File: config.mk
export PLATFORM = sky130hd
export DESIGN_NAME = au_log2_seq
export DESIGN_NICKNAME = d
export VERILOG_FILES = /design/src/rtl/au_log2_seq_pkg.sv /design/src/rtl/au_lz_norm.sv /design/src/rtl/au_log2_seq.sv
export SDC_FILE = /design/constraint.sdc
export NUM_CORES = 1
export LEC_CHECK = 0
export ABC_AREA = 1
export CAP_MARGIN = 5
export CORE_MARGIN = 2
export CORE_UTILIZATION = 43
export CTS_CLUSTER_DIAMETER = 200
export DETAILED_ROUTE_END_ITERATION = 12
export PLACE_DENSITY = 0.72
export SLEW_MARGIN = 20
export SYNTH_ARGS = -nofsm -noshare
export SYNTH_HDL_FRONTEND = slang
export SYNTH_SLANG_ARGS = --single-unit
File: constraint.sdc
create_clock -name clk -period 6.4 [get_ports clk]
set_clock_uncertainty 0.05 [all_clocks]
set_input_delay 1.6 -clock clk [delete_from_list [all_inputs] [get_ports clk]]
set_output_delay 1.6 -clock clk [all_outputs]
set_load 0.03 [all_outputs]
File: src/rtl/au_log2_seq_pkg.sv
// Shared definitions for the fixed-point log2 unit and the integer-log2 stage.
// Latency: n/a (package only).
// Backpressure: n/a.
package au_log2_seq_pkg;

    // max(ceil(log2(x)), 1); also sizes the integer-log2 stage upstream.
    function automatic int clogb2(input int x);
        int r;
        r = 0;
        for (int v = x - 1; v > 0; v = v >> 1) begin
            r = r + 1;
        end
        if (r < 1) begin
            r = 1;
        end
        return r;
    endfunction

    typedef enum logic [1:0] {
        IDLE = 2'd0,
        NORM = 2'd1,
        ITER = 2'd2,
        DONE = 2'd3
    } state_t;

endpackage

File: src/rtl/au_lz_norm.sv
// Leading-one index and left-shift normalizer (mantissa in 1.(WIDTH-1) format).
// Latency: combinational.
// Backpressure: none; pure function of a.
// Ports: a (operand), k (index of highest set bit, 0 when a==0), m (a << (WIDTH-1-k)).
module au_lz_norm
    import au_log2_seq_pkg::*;
#(
    parameter int WIDTH = 8,
    parameter int IW    = clogb2(WIDTH)
) (
    input  logic [WIDTH-1:0] a,
    output logic [IW-1:0]    k,
    output logic [WIDTH-1:0] m
);

    logic [IW-1:0] shamt;

    always_comb begin
        k = '0;
        // Ascending scan: the last hit is the highest set bit.
        for (int i = 0; i < WIDTH; i++) begin
            if (a[i]) begin
                k = IW'(i);
            end
        end
        // WIDTH-1 always fits in IW bits, so the subtraction never wraps.
        shamt = IW'(WIDTH - 1) - k;
        m     = a << shamt;
    end

endmodule

File: src/rtl/au_log2_seq.sv
// Sequential fixed-point log2: z = floor(log2 a).FRAC fraction bits, one bit per clock.
// Latency: accept -> NORM (1) -> ITER (FRAC) -> DONE; a==0 skips ITER.
// Backpressure: single operand in flight; DONE holds z/zero until out_ready, in_ready only in IDLE.
// Ports: clk, rst (sync, active-high), in_valid/in_ready/a (operand handshake),
//        out_valid/out_ready/z/zero (result handshake; z is IW.FRAC unsigned, zero flags a==0).
module au_log2_seq
    import au_log2_seq_pkg::*;
#(
    parameter  int WIDTH = 8,
    parameter  int FRAC  = 4,
    localparam int IW    = clogb2(WIDTH)
) (
    input  logic                clk,
    input  logic                rst,
    input  logic                in_valid,
    output logic                in_ready,
    input  logic [WIDTH-1:0]    a,
    output logic                out_valid,
    input  logic                out_ready,
    output logic [IW+FRAC-1:0]  z,
    output logic                zero
);

    localparam int CW = clogb2(FRAC);

    if (WIDTH < 1 || FRAC < 1) begin : g_bad_param
        $fatal(1, "au_log2_seq: WIDTH and FRAC must both be >= 1");
    end

    state_t             state, state_nxt;
    logic [WIDTH-1:0]   a_q;
    logic [WIDTH-1:0]   m_q;
    logic [WIDTH-1:0]   norm_m;
    logic [IW-1:0]      norm_k;
    logic [IW-1:0]      int_q;
    logic [FRAC-1:0]    frac_q;
    logic [CW-1:0]      cnt_q;
    logic               zero_q;
    logic [2*WIDTH-1:0] sq;
    logic [2*WIDTH-1:0] sq_sh;
    logic               last_iter;
    logic               unused_sq_lsbs;

    au_lz_norm #(
        .WIDTH (WIDTH),
        .IW    (IW)
    ) u_norm (
        .a (a_q),
        .k (norm_k),
        .m (norm_m)
    );

    // m in [1,2) so m*m in [1,4). If the square reached 2, that is a fraction
    // bit of 1 and we renormalise by taking the top half; otherwise shift one
    // left first. Low bits are simply dropped (truncation).
    assign sq             = {{WIDTH{1'b0}}, m_q} * {{WIDTH{1'b0}}, m_q};
    assign sq_sh          = sq[2*WIDTH-1] ? sq : (sq << 1);
    assign unused_sq_lsbs = ^sq_sh[WIDTH-1:0];
    assign last_iter      = (cnt_q == CW'(FRAC - 1));

    always_ff @(posedge clk) begin
        if (rst) begin
            state <= IDLE;
        end else begin
            state <= state_nxt;
        end
    end

    always_comb begin
        state_nxt = state;
        in_ready  = 1'b0;
        out_valid = 1'b0;
        case (state)
            IDLE: begin
                in_ready = 1'b1;
                if (in_valid) begin
                    state_nxt = NORM;
                end
            end
            NORM: begin
                state_nxt = (a_q == '0) ? DONE : ITER;
            end
            ITER: begin
                if (last_iter) begin
                    state_nxt = DONE;
                end
            end
            DONE: begin
                out_valid = 1'b1;
                if (out_ready) begin
                    state_nxt = IDLE;
                end
            end
            default: state_nxt = IDLE;
        endcase
    end

    // a_q, m_q and cnt_q carry no reset: they are always rewritten before use.
    always_ff @(posedge clk) begin
        if (rst) begin
            int_q  <= '0;
            frac_q <= '0;
            zero_q <= 1'b0;
        end else begin
            case (state)
                IDLE: begin
                    if (in_valid) begin
                        a_q <= a;
                    end
                end
                NORM: begin
                    zero_q <= (a_q == '0);
                    int_q  <= (a_q == '0) ? '0 : norm_k;
                    frac_q <= '0;
                    cnt_q  <= '0;
                    m_q    <= norm_m;
                end
                ITER: begin
                    frac_q <= (frac_q << 1) | FRAC'(sq[2*WIDTH-1]);
                    m_q    <= sq_sh[2*WIDTH-1:WIDTH];
                    cnt_q  <= cnt_q + CW'(1);
                end
                default: ;
            endcase
        end
    end

    assign z    = {int_q, frac_q};
    assign zero = zero_q;

endmodule

* After elaboration in Yosys (flattened, before gate mapping)
Cells that the tools add are included.
** Operators by class
- Add/sub/neg operators :: 2
- Multiply operators :: 1
- Eq/ne operators :: 7
- Shift operators :: 1
- Multiplexer cells :: 19
- Bitwise logic cells :: 2
- Reductions and logical operators :: 6
** Operators by type and width (count)
- multiplier 8 x 8 -> 16 bit :: 1
- two-way mux 16 bit :: 1
- one-hot mux 8 bit (2 select lines) :: 1
- two-way mux 3 bit :: 5
- two-way mux 2 bit :: 5
- logical NOT 8 bit :: 1
- one-hot mux 2 bit (4 select lines) :: 1
- one-hot mux 4 bit (2 select lines) :: 1
- left shift 8 x 3 -> 8 bit :: 1
- == test 2 bit (second input constant) :: 3
- inequality test 2 bit (second input constant) :: 3
- AND reduction 3 bit :: 2
- two-way mux 1 bit :: 4
- OR 4 x 1 -> 4 bit :: 1
- one-hot mux 2 bit (2 select lines) :: 1
- subtractor 3 bit (first input constant) :: 1
- adder 2 x 1 -> 2 bit (second input constant) :: 1
- == test 2 x 1 -> 1 bit (second input constant) :: 1
- logical NOT 2 bit :: 1
- AND reduction 2 bit :: 1
- nonzero test 2 bit :: 1
- inverter 1 bit :: 1
** Word-level totals
- Register bits :: 28
- Input port bits :: 12
- Output and inout bits :: 10
- Word-level logic and storage cells :: 45

* Logic depth before layout (Yosys ltp)
- Depth in word-level cells :: 10
- Gate-level depth with buffers :: 24
- Depth with buffers taken out :: 23

* Hierarchy
A second synthesis with hierarchy kept.
** Unflattened totals
- Cell total of the unflattened synthesis :: 463
- Area total of the unflattened synthesis :: 3418.3 um2
** By module, submodules not included
- au_log2_seq :: instances 1, cells an instance 403, area an instance 3078.0 um2, seq. area each 740.7 um2
- au_lz_norm :: instances 1, cells an instance 60, area an instance 340.3 um2, seq. area each 0.0 um2

* Worst setup path before layout
No wires, ideal clock.
- Path kind :: register to register
- Start :: register m_q[5]
- End :: register m_q[6], data pin
- Library setup time :: 252 ps
- Arrival :: 4078 ps
- Required time :: 6098 ps
- Setup slack :: 2020 ps
- Cell stages (with the launch flop) :: 21
- Buffers on the path :: 1
- Clock period less this slack :: 4380 ps
- Cell sequence :: edfxtp_1 > clkbuf_1 > nand2_1 > fa_1 > inv_1 > fa_1 > fa_1 > inv_1 > fa_1 > inv_1 > ha_1 > nand2_1 > inv_1 > nand2_1 > nand2_1 > a21oi_2 > nand3_1 > nand2_4 > nand2_1 > nand2_1 > nand2_1
** Between the ends
- Longest elaborated chain between the ends :: 3
** Ends and longest elaborated chain
- start, declared :: RTL line au_log2_seq.sv:32 : logic [WIDTH-1:0] m_q;
- start signal, assigned :: RTL line au_log2_seq.sv:116 : m_q <= norm_m;
- start signal, assigned :: RTL line au_log2_seq.sv:120 : m_q <= sq_sh[2*WIDTH-1:WIDTH];
- multiplier 8 x 8 -> 16 bit :: RTL line au_log2_seq.sv:56 : assign sq = {{WIDTH{1'b0}}, m_q} * {{WIDTH{1'b0}}, m_q};
- two-way mux 16 bit :: RTL line au_log2_seq.sv:57 : assign sq_sh = sq[2*WIDTH-1] ? sq : (sq << 1);
- one-hot mux 8 bit (2 select lines) :: RTL line au_log2_seq.sv:105 : case (state)
No other way between the ends.
A chain may end at the register's enable or synchronous reset.

* Worst setup path after layout
- Start :: register m_q[7]
- End :: register m_q[7], data pin
The elaborated chain is that of the path after synthesis.

==> impl_metrics.ini <==
[outcome]
status = complete, no violations

[timing]
rsz0062_at_grt = no
hold_viol_final = 0
slew_headroom = 0.476
setup_viol = 0
fmax_mhz = 216
max_slew.worst_pin.slew_ns = 0.784
fin_crit_sh = 0.725
hold_slack_ns = 0.424
period_minus_slack_ns = 4.64
setup_tns_ns = 0
final_max_slew_viol_count = 0

[cts]
clock_latency_ns = 0.27
clock_sinks = 28
numCtsBuffers = 3
htreeDepth = 1
cts_hold_buf = 0
post-cts-setup-buffers = 0
ctsResizeCount = 0
max-clock-path-buffers = 2
cts_root_buf = clkbuf_8
clkSlewWorstSetupHoldPaths_ns = 0.10
cts_tree = done

[floorplan]
core_um2 = 7610
dieHeight_um = 92.1
die_area_um2 = 8480
initial_core_util = 0.438
rows = 32
pin_count = 22
die_w_um = 92.1

[final_layout]
area_growth_pct = 10.4
antenna_cells = 0
drive_above_1_share = 0.0376
nFillCells = 734
final_nets = 550

[synth]
synth.distinct_cells = 31
synth_cells = 464
async_reset_ff_frac = 0
yosysSeqAreaShare = 0.222
synth-edff-count = 18
synth-simple-area-share = 0.283
yosysWarnings = 0
syn_area_um2 = 3340
synth-compound-area-share = 0.0548
synth_top_family_by_area = simple AND/OR/NAND/NOR gates
avgSynthCellArea_um2 = 7.19
synth_fa_ha_area_frac = 0.272
syn-num-nets = 534
synthMuxAreaShare = 0
ys_ff_latch = 28
synth-xor-area-share = 0.0236
synth-main-ff-cell = edfxtp_1

[setup_path]
critical_path_buf_inv_count = 4
critPathTopFamily = adder cells
cp-endpoint = m_q[7]
r2r-end = m_q[7]
slowest_stage = fa_1
required_ns = 6.39
worstSetupPathType = flip-flop to flip-flop
cp.depth = 19
cp-end-kind = flip-flop
path_max_fanout = 8
path_cells = nand2_1 > fa_1 > inv_1 > fa_1 > fa_1 > inv_1 > fa_1 > inv_1 > ha_1 > nand2_1 > inv_1 > nand2_1 > nand2_1 > a21oi_2 > nand3_1 > nand2_4 > nand2_1 > nand2_1 > nand2_1
reg2reg_depth = 19
critPathLaunchType = flip-flop
path_common_cell = nand2_1
max_stage_delay_ns = 0.55
r2r_setup_slack_ns = 1.76
crit_start = m_q[7]
worstReg2RegStart = m_q[7]
worstPathArrival_ns = 4.63

[routing]
avgViaCountPerCell = 4.84
drc = 0
wl_um = 6570
num_vias = 2812
drt-initial-drc-count = 164
antenna_left = 0
dr.pass1.iters = 4
wl_per_cell_um = 11.3

[placement]
gp_congestion = 0.899
place_hpwl_um = 5600
port_buffers = 21

[global_route]
grt_overflow_total = 0
grt_max_degree = 21
grt_pass1_wl_um = 11700
grt_pass1_vias = 2738
grtUsageTotal = 0.164
antenna_found_initial = 0

[job]
cap_violations = 0

[worst_hold_path]
worstHoldPathType = flip-flop to flip-flop
-- registers in the layout, indices dropped and copies added, names as in the netlist --
name and cells:
zero 1, a_q 8, int_q 3, cnt_q 2, m_q 8, frac_q 4
state 2
-- tightest hold or removal path: stages (launching register included) --
cell and delay, ns:
dfxtp_1 0.32, nand2_1 0.06, a21oi_1 0.05
-- area by class of cell --
type                       count  area (um2)  area share
multi-input combinational    313        2110       0.574
sequential                    28         741       0.201
inverter                     113         424       0.115
timing repair buffer          21         210      0.0571
tap                          102         128      0.0347
clock buffer                   4        66.3      0.0180
-- cells in the mapped netlist (5+ instances only) --
library cell    n  area share
ha_1           34        0.13
nand2_2         5      0.0094
fa_1           24        0.14
buf_4           5       0.011
a21oi_1        15       0.023
nand2_1       118        0.13
dfxtp_1        10       0.060
nand3_1        44       0.066
nor2_1         28       0.032
edfxtp_1       18        0.16
nand4_1         8       0.015
o21ai_0         7       0.011
xor2_1          6       0.016
inv_1         112        0.13
-- cell usage in the layout, fill, tap and decap left out, types with 10 or more instances in the layout --
cell | synthesis | layout
a21oi_1 | 15 | 15
edfxtp_1 | 18 | 18
fa_1 | 24 | 24
nor2_1 | 28 | 28
ha_1 | 34 | 34
nand2_1 | 118 | 118
dfxtp_1 | 10 | 10
clkdlybuf4s50_1 | 0 | 21
nand3_1 | 44 | 44
inv_1 | 112 | 112
-- logic make-up (layout without fill, tap and decap cells) --
group | count (synthesis) | after routing
AOI/OAI and AO/OA | 32 | 32
xor gates and xnor gates | 9 | 9
adders and majority gates | 58 | 58
buffers and inverters | 123 | 138
DFF | 28 | 28
and+or+nand+nor | 214 | 214
-- per-layer routing --
layer | routed length, um | GRT usage | part of all wire
met1 | 2960 | 0.211 | 0.45
met2 | 3330 | 0.299 | 0.51
met3 | 208 | 0.0148 | 0.032
met4 | 70 | 0.0323 | 0.011
met5 | 0 | 0 | 0
-- worst min-delay path by stage --
stage | startpoint | cells after the start | slack, ns | to
6_report | frac_q[3] | 2 | 0.42 | frac_q[3]
5_1_grt | int_q[1] | 2 | 0.44 | int_q[1]
4_1_cts | int_q[1] | 2 | 0.43 | int_q[1]
3_5_place_dp | int_q[1] | 2 | 0.41 | int_q[1]
3_3_place_gp | frac_q[3] | 2 | 0.41 | frac_q[3]
2_1_floorplan | state[0] | 2 | 0.43 | state[0]
-- metrics by stage --
step	utilization	setup slack, ns	area [um2]	instances
floorplan	-	2.02	3340	464
global placement	0.475	1.92	3610	577
detailed placement	0.475	1.78	3610	577
CTS	0.484	1.76	3680	581
global route	0.484	1.50	3680	581
finish	0.484	1.76	3680	581
Power is left out: the tool's default activity adds up to more than one toggle a clock period on the data nets, which glitch-free logic cannot reach.
==> edit 1 (same flow settings) <==
Re-encode `state_t` (4 states) as Gray code, 2 bits wide.
--- a/src/rtl/au_log2_seq_pkg.sv
+++ b/src/rtl/au_log2_seq_pkg.sv
@@ -17,10 +17,10 @@
     endfunction
 
     typedef enum logic [1:0] {
-        IDLE = 2'd0,
-        NORM = 2'd1,
-        ITER = 2'd2,
-        DONE = 2'd3
+        IDLE = 2'b00,
+        NORM = 2'b01,
+        ITER = 2'b11,
+        DONE = 2'b10
     } state_t;
 
 endpackage
Behaviour: same outputs for any inputs over 10 cycles, from zero or initial values and one cycle with rst high; not proved beyond that.
==> edit 1 against the original RTL <==
  * Design area is 2.7% lower
  * Worst setup slack better by 0.0013 ns
  * Sequential cell count stayed put
  * Non-clock buffer count is 1 higher
  * Area after synthesis is 3.3% lower
  * Wire length is 1.4% lower
  * Global-route usage is 0.70 points higher
Power is left out: it rests on default switching activity, and per cell area and clock period it moved more than threefold.
==> edit 1: results (changes against the original RTL) <==
Synth
  • Register area share after synthesis: 23.0% (was 22.2%)
  • Syn Inst Count: 453 (was 464)
  • Commonest cells in the netlist: nand2_1, inv_1, nand3_1, ha_1, nor2_1 (unchanged)
  • Synth Area in Compound Gates: 5.35% (was 5.48%)
  • Synthesized net count: 519 (was 534)
  • Top cells by area, synth: edfxtp_1, fa_1, nand2_1, inv_1, ha_1 (was edfxtp_1, fa_1, nand2_1, ha_1, inv_1)
  • Post-synthesis xor/xnor area fraction: 2.71% (was 2.36%)

Placed design
  • Post-DP HPWL: 5360 um (was 5600 um)
  • Post-placement cell count: 564 (was 577)
  • RD Place Congestion: 0.906 (was 0.899)
  • Placed cell area: 3520 sq um (was 3610 sq um)

Hold path
  • WHS Endpoint: int_q[2]$_SDFFE_PP0P_ (was frac_q[3]$_SDFFE_PP0N_)
  • Worst hold start: int_q[2]$_SDFFE_PP0P_ (was frac_q[3]$_SDFFE_PP0N_)

Global route
  • GRT met2 Usage: 32.8% (was 29.9%)
  • Met1 Track Usage GR: 20.7% (was 21.1%)
  • GRT Util Overall: 17.1% (was 16.4%)
  • First-pass GRT wire length: 11900 um (was 11700 um)
  • M3 GR Usage: 1.42% (was 1.48%)
  • Largest net degree at the start of global routing: 22 (was 21)

Routing
  • DRT iter0 DRCs: 96 (was 164)
  • Met2 WL: 3310 um (was 3330 um)
  • DR WL/cell: 11.4 um (was 11.3 um)
  • Detailed-routed wire length on met3: 143 um (was 208 um)
  • Metal-1 WL: 2960 um (about the same)

STA
  • Hold Slack: 0.424 ns (about the same)
  • Worst Max-Slew Pin Slew: 0.813 ns (was 0.784 ns)

Worst setup path
  • RR Endpoint: m_q[5]$_DFFE_PP_ (was m_q[7]$_DFFE_PP_)
  • Slowest stage cell on the critical path: edfxtp_1 (was fa_1)

Cells and area
  • Share of cells above drive strength 1: 3.20% (was 3.76%)
  • Final-stage net count: 536 (was 550)
  • Fillers: 735 (was 734)

Outcome
  • Outcome: completed (unchanged)
[edit 1: cell type report]
class                   count  area [sq um]  share of cell area (%)
multi-input cells         303          2010                    56.2
flip-flops and latches     28           741                    20.7
inverters                 112           420                    11.7
repair buffers             22           218                    6.08
well taps                  99           124                    3.46
clock buffers               4          66.3                    1.85
[edit 1: worst max path at each step]
| stage | slack (ns) | depth (start not counted) | end | start |
|---|---|---|---|---|
| after global routing | 1.49 | 19 | m_q[0]$_DFFE_PP_ | m_q[4]$_DFFE_PP_ |
| after CTS | 1.79 | 19 | m_q[5]$_DFFE_PP_ | m_q[1]$_DFFE_PP_ |
| final | 1.76 | 19 | m_q[5]$_DFFE_PP_ | m_q[7]$_DFFE_PP_ |
| after floorplan | 2.06 | 21 | m_q[7]$_DFFE_PP_ | m_q[5]$_DFFE_PP_ |
| after detailed placement | 1.81 | 19 | m_q[5]$_DFFE_PP_ | m_q[7]$_DFFE_PP_ |
| after global placement | 1.84 | 19 | m_q[2]$_DFFE_PP_ | m_q[1]$_DFFE_PP_ |
[edit 1: worst register-to-register path, cell delays in order, from the launching register on]
cell and delay, ns:
edfxtp_1 0.55, nand2_1 0.15, fa_1 0.54, inv_1 0.07, fa_1 0.50, fa_1 0.55
inv_1 0.06, fa_1 0.54, inv_1 0.05, ha_1 0.34, nand2_1 0.12, inv_1 0.06
nand2_1 0.06, nand2_1 0.06, a21oi_1 0.21, nand2_1 0.12, nand2_1 0.08, nand2_2 0.09
nand3_1 0.09, nand3_1 0.09
[edit 1: cell families after synthesis]
| kind of cell | after synthesis |
|---|---|
| DFF | 28 |
| and+or+nand+nor | 209 |
| xor gates and xnor gates | 10 |
| buffers and inverters | 122 |
| AOI/OAI and AO/OA | 30 |
| adders and majority gates | 54 |
==> edit 2 (config.mk and constraints unchanged) <==
Made on the original files. `WIDTH` is set to 8 in 2 places; all go to 6.
--- a/src/rtl/au_lz_norm.sv
+++ b/src/rtl/au_lz_norm.sv
@@ -5,7 +5,7 @@
 module au_lz_norm
     import au_log2_seq_pkg::*;
 #(
-    parameter int WIDTH = 8,
+    parameter int WIDTH = 6,
     parameter int IW    = clogb2(WIDTH)
 ) (
     input  logic [WIDTH-1:0] a,
--- a/src/rtl/au_log2_seq.sv
+++ b/src/rtl/au_log2_seq.sv
@@ -6,7 +6,7 @@
 module au_log2_seq
     import au_log2_seq_pkg::*;
 #(
-    parameter  int WIDTH = 8,
+    parameter  int WIDTH = 6,
     parameter  int FRAC  = 4,
     localparam int IW    = clogb2(WIDTH)
 ) (
Interface: changed (resized a); port bits go from 22 to 20. No check against the original RTL was run, so the function may have changed too.
==> edit 2 against the original RTL <==
  * Worst setup slack better by 0.84 ns
  * Design area shrank 38%
  * Sequential cell count fell by 4
  * Synthesized cell count decreased by 42%
  * Critical path type unchanged
  * Area after synthesis fell by 40%
  * Wire length down 43%
Power is not shown: default switching activity piles up to over one toggle a cycle in this logic, so the estimate is an artifact.
==> edit 2: results (changes against the original RTL) <==
Outcome
  • Outcome: completed (unchanged)

Global route
  • Vias in the first global route: 1592 (was 2738)
  • GRT Util Overall: 15.4% (was 16.4%)
  • First-pass GRT wire length: 6480 um (was 11700 um)
  • Largest net degree at the start of global routing: 17 (was 21)

Cells and area
  • Fillers: 427 (was 734)
  • Design Area, Final: 2290 sq um (was 3680 sq um)
  • Finished Layout Cells: 340 (was 581)
  • Final-stage net count: 323 (was 550)

Synth
  • Register area share after synthesis: 30.8% (was 22.2%)
  • Syn Inst Count: 270 (was 464)
  • Post-synth EDFFs: 14 (was 18)
  • Synthesized net count: 304 (was 534)
  • Synth Area in Compound Gates: 10.1% (was 5.48%)
  • Commonest cells in the netlist: nand2_1, inv_1, nor2_1, ha_1, nand3_1 (was nand2_1, inv_1, nand3_1, ha_1, nor2_1)
  • Post-Synth Adder-Cell Area: 17.9% (was 27.2%)
  • Top cells by area, synth: edfxtp_1, nand2_1, inv_1, dfxtp_1, ha_1 (was edfxtp_1, fa_1, nand2_1, ha_1, inv_1)

Clocking
  • CTS clock-pin slew for the worst setup and hold paths: 0.08 ns (was 0.10 ns)
  • Worst-Skew Late Latency: 0.26 ns

STA
  • Worst slew margin: 58.4% (was 47.6%)
  • Tcrit/Tclk final: 59.3% (was 72.5%)

Placed design
  • Placed cell area: 2250 sq um (was 3610 sq um)
  • Pre-CTS WS: 2.61 ns (was 1.78 ns)
  • IO Port Bufs: 19 (was 21)
  • Post-DP HPWL: 3250 um (was 5600 um)
  • RD Place Congestion: 0.858 (was 0.899)

Routing
  • Routed WL: 3770 um (was 6570 um)
  • DRT iter0 DRCs: 97 (was 164)
  • Via/cell ratio: 4.78 (was 4.84)

Worst setup path
  • Worst r2r path cells: 15 (was 19)
  • RR Endpoint: m_q[5]$_DFFE_PP_ (was m_q[7]$_DFFE_PP_)
  • Top delay family on crit path: adder cells (unchanged)
-- edit 2: changes by cell type after synthesis, moves of 3 or more --
cell	unedited run	this run
fa_1	24	8
nand2_2	5	1
buf_4	5	0
nand3_1	44	16
ha_1	34	16
nand2_1	118	65
edfxtp_1	18	14
xor2_1	6	3
o21ai_0	7	13
nor2_1	28	23
inv_1	112	58
nor3_1	3	0
-- edit 2: worst min path at each step --
stage                      startpoint                endpoint  slack (ns)
4_1_cts        frac_q[3]$_SDFFE_PP0N_  frac_q[3]$_SDFFE_PP0N_        0.43
2_1_floorplan   state[0]$_SDFFE_PP0P_   state[0]$_SDFFE_PP0P_        0.45
3_5_place_dp   frac_q[3]$_SDFFE_PP0N_  frac_q[3]$_SDFFE_PP0N_        0.42
5_1_grt        frac_q[3]$_SDFFE_PP0N_  frac_q[3]$_SDFFE_PP0N_        0.46
3_3_place_gp   frac_q[3]$_SDFFE_PP0N_  frac_q[3]$_SDFFE_PP0N_        0.41
6_report       frac_q[3]$_SDFFE_PP0N_  frac_q[3]$_SDFFE_PP0N_        0.43
-- edit 2: cell families after synthesis --
logic type,count (synthesis)
AND/OR/NAND/NOR,120
flip-flops,24
AO/OA/AOI/OAI,35
adder cells (fa/ha/maj),24
buffers and inverters,63
XOR/XNOR,4
-- edit 2: layout make-up --
class	count	area share, %
clock buffers	4	1.97
inverters	58	9.50
multi-input cells	183	50.3
flip-flops and latches	24	27.1
well taps	52	2.84
repair buffers	19	8.30
-- edit 2: routing by layer --
metal / global-route usage [%] / vias up / routed length [um]
met1: 18.3 / 710 / 1700
met3: 2.78 / 4 / 118
met2: 29.1 / 21 / 1920
met4: 3.09 / 0 / 34
met5: 0 / - / 0
li1: - / 889 / -
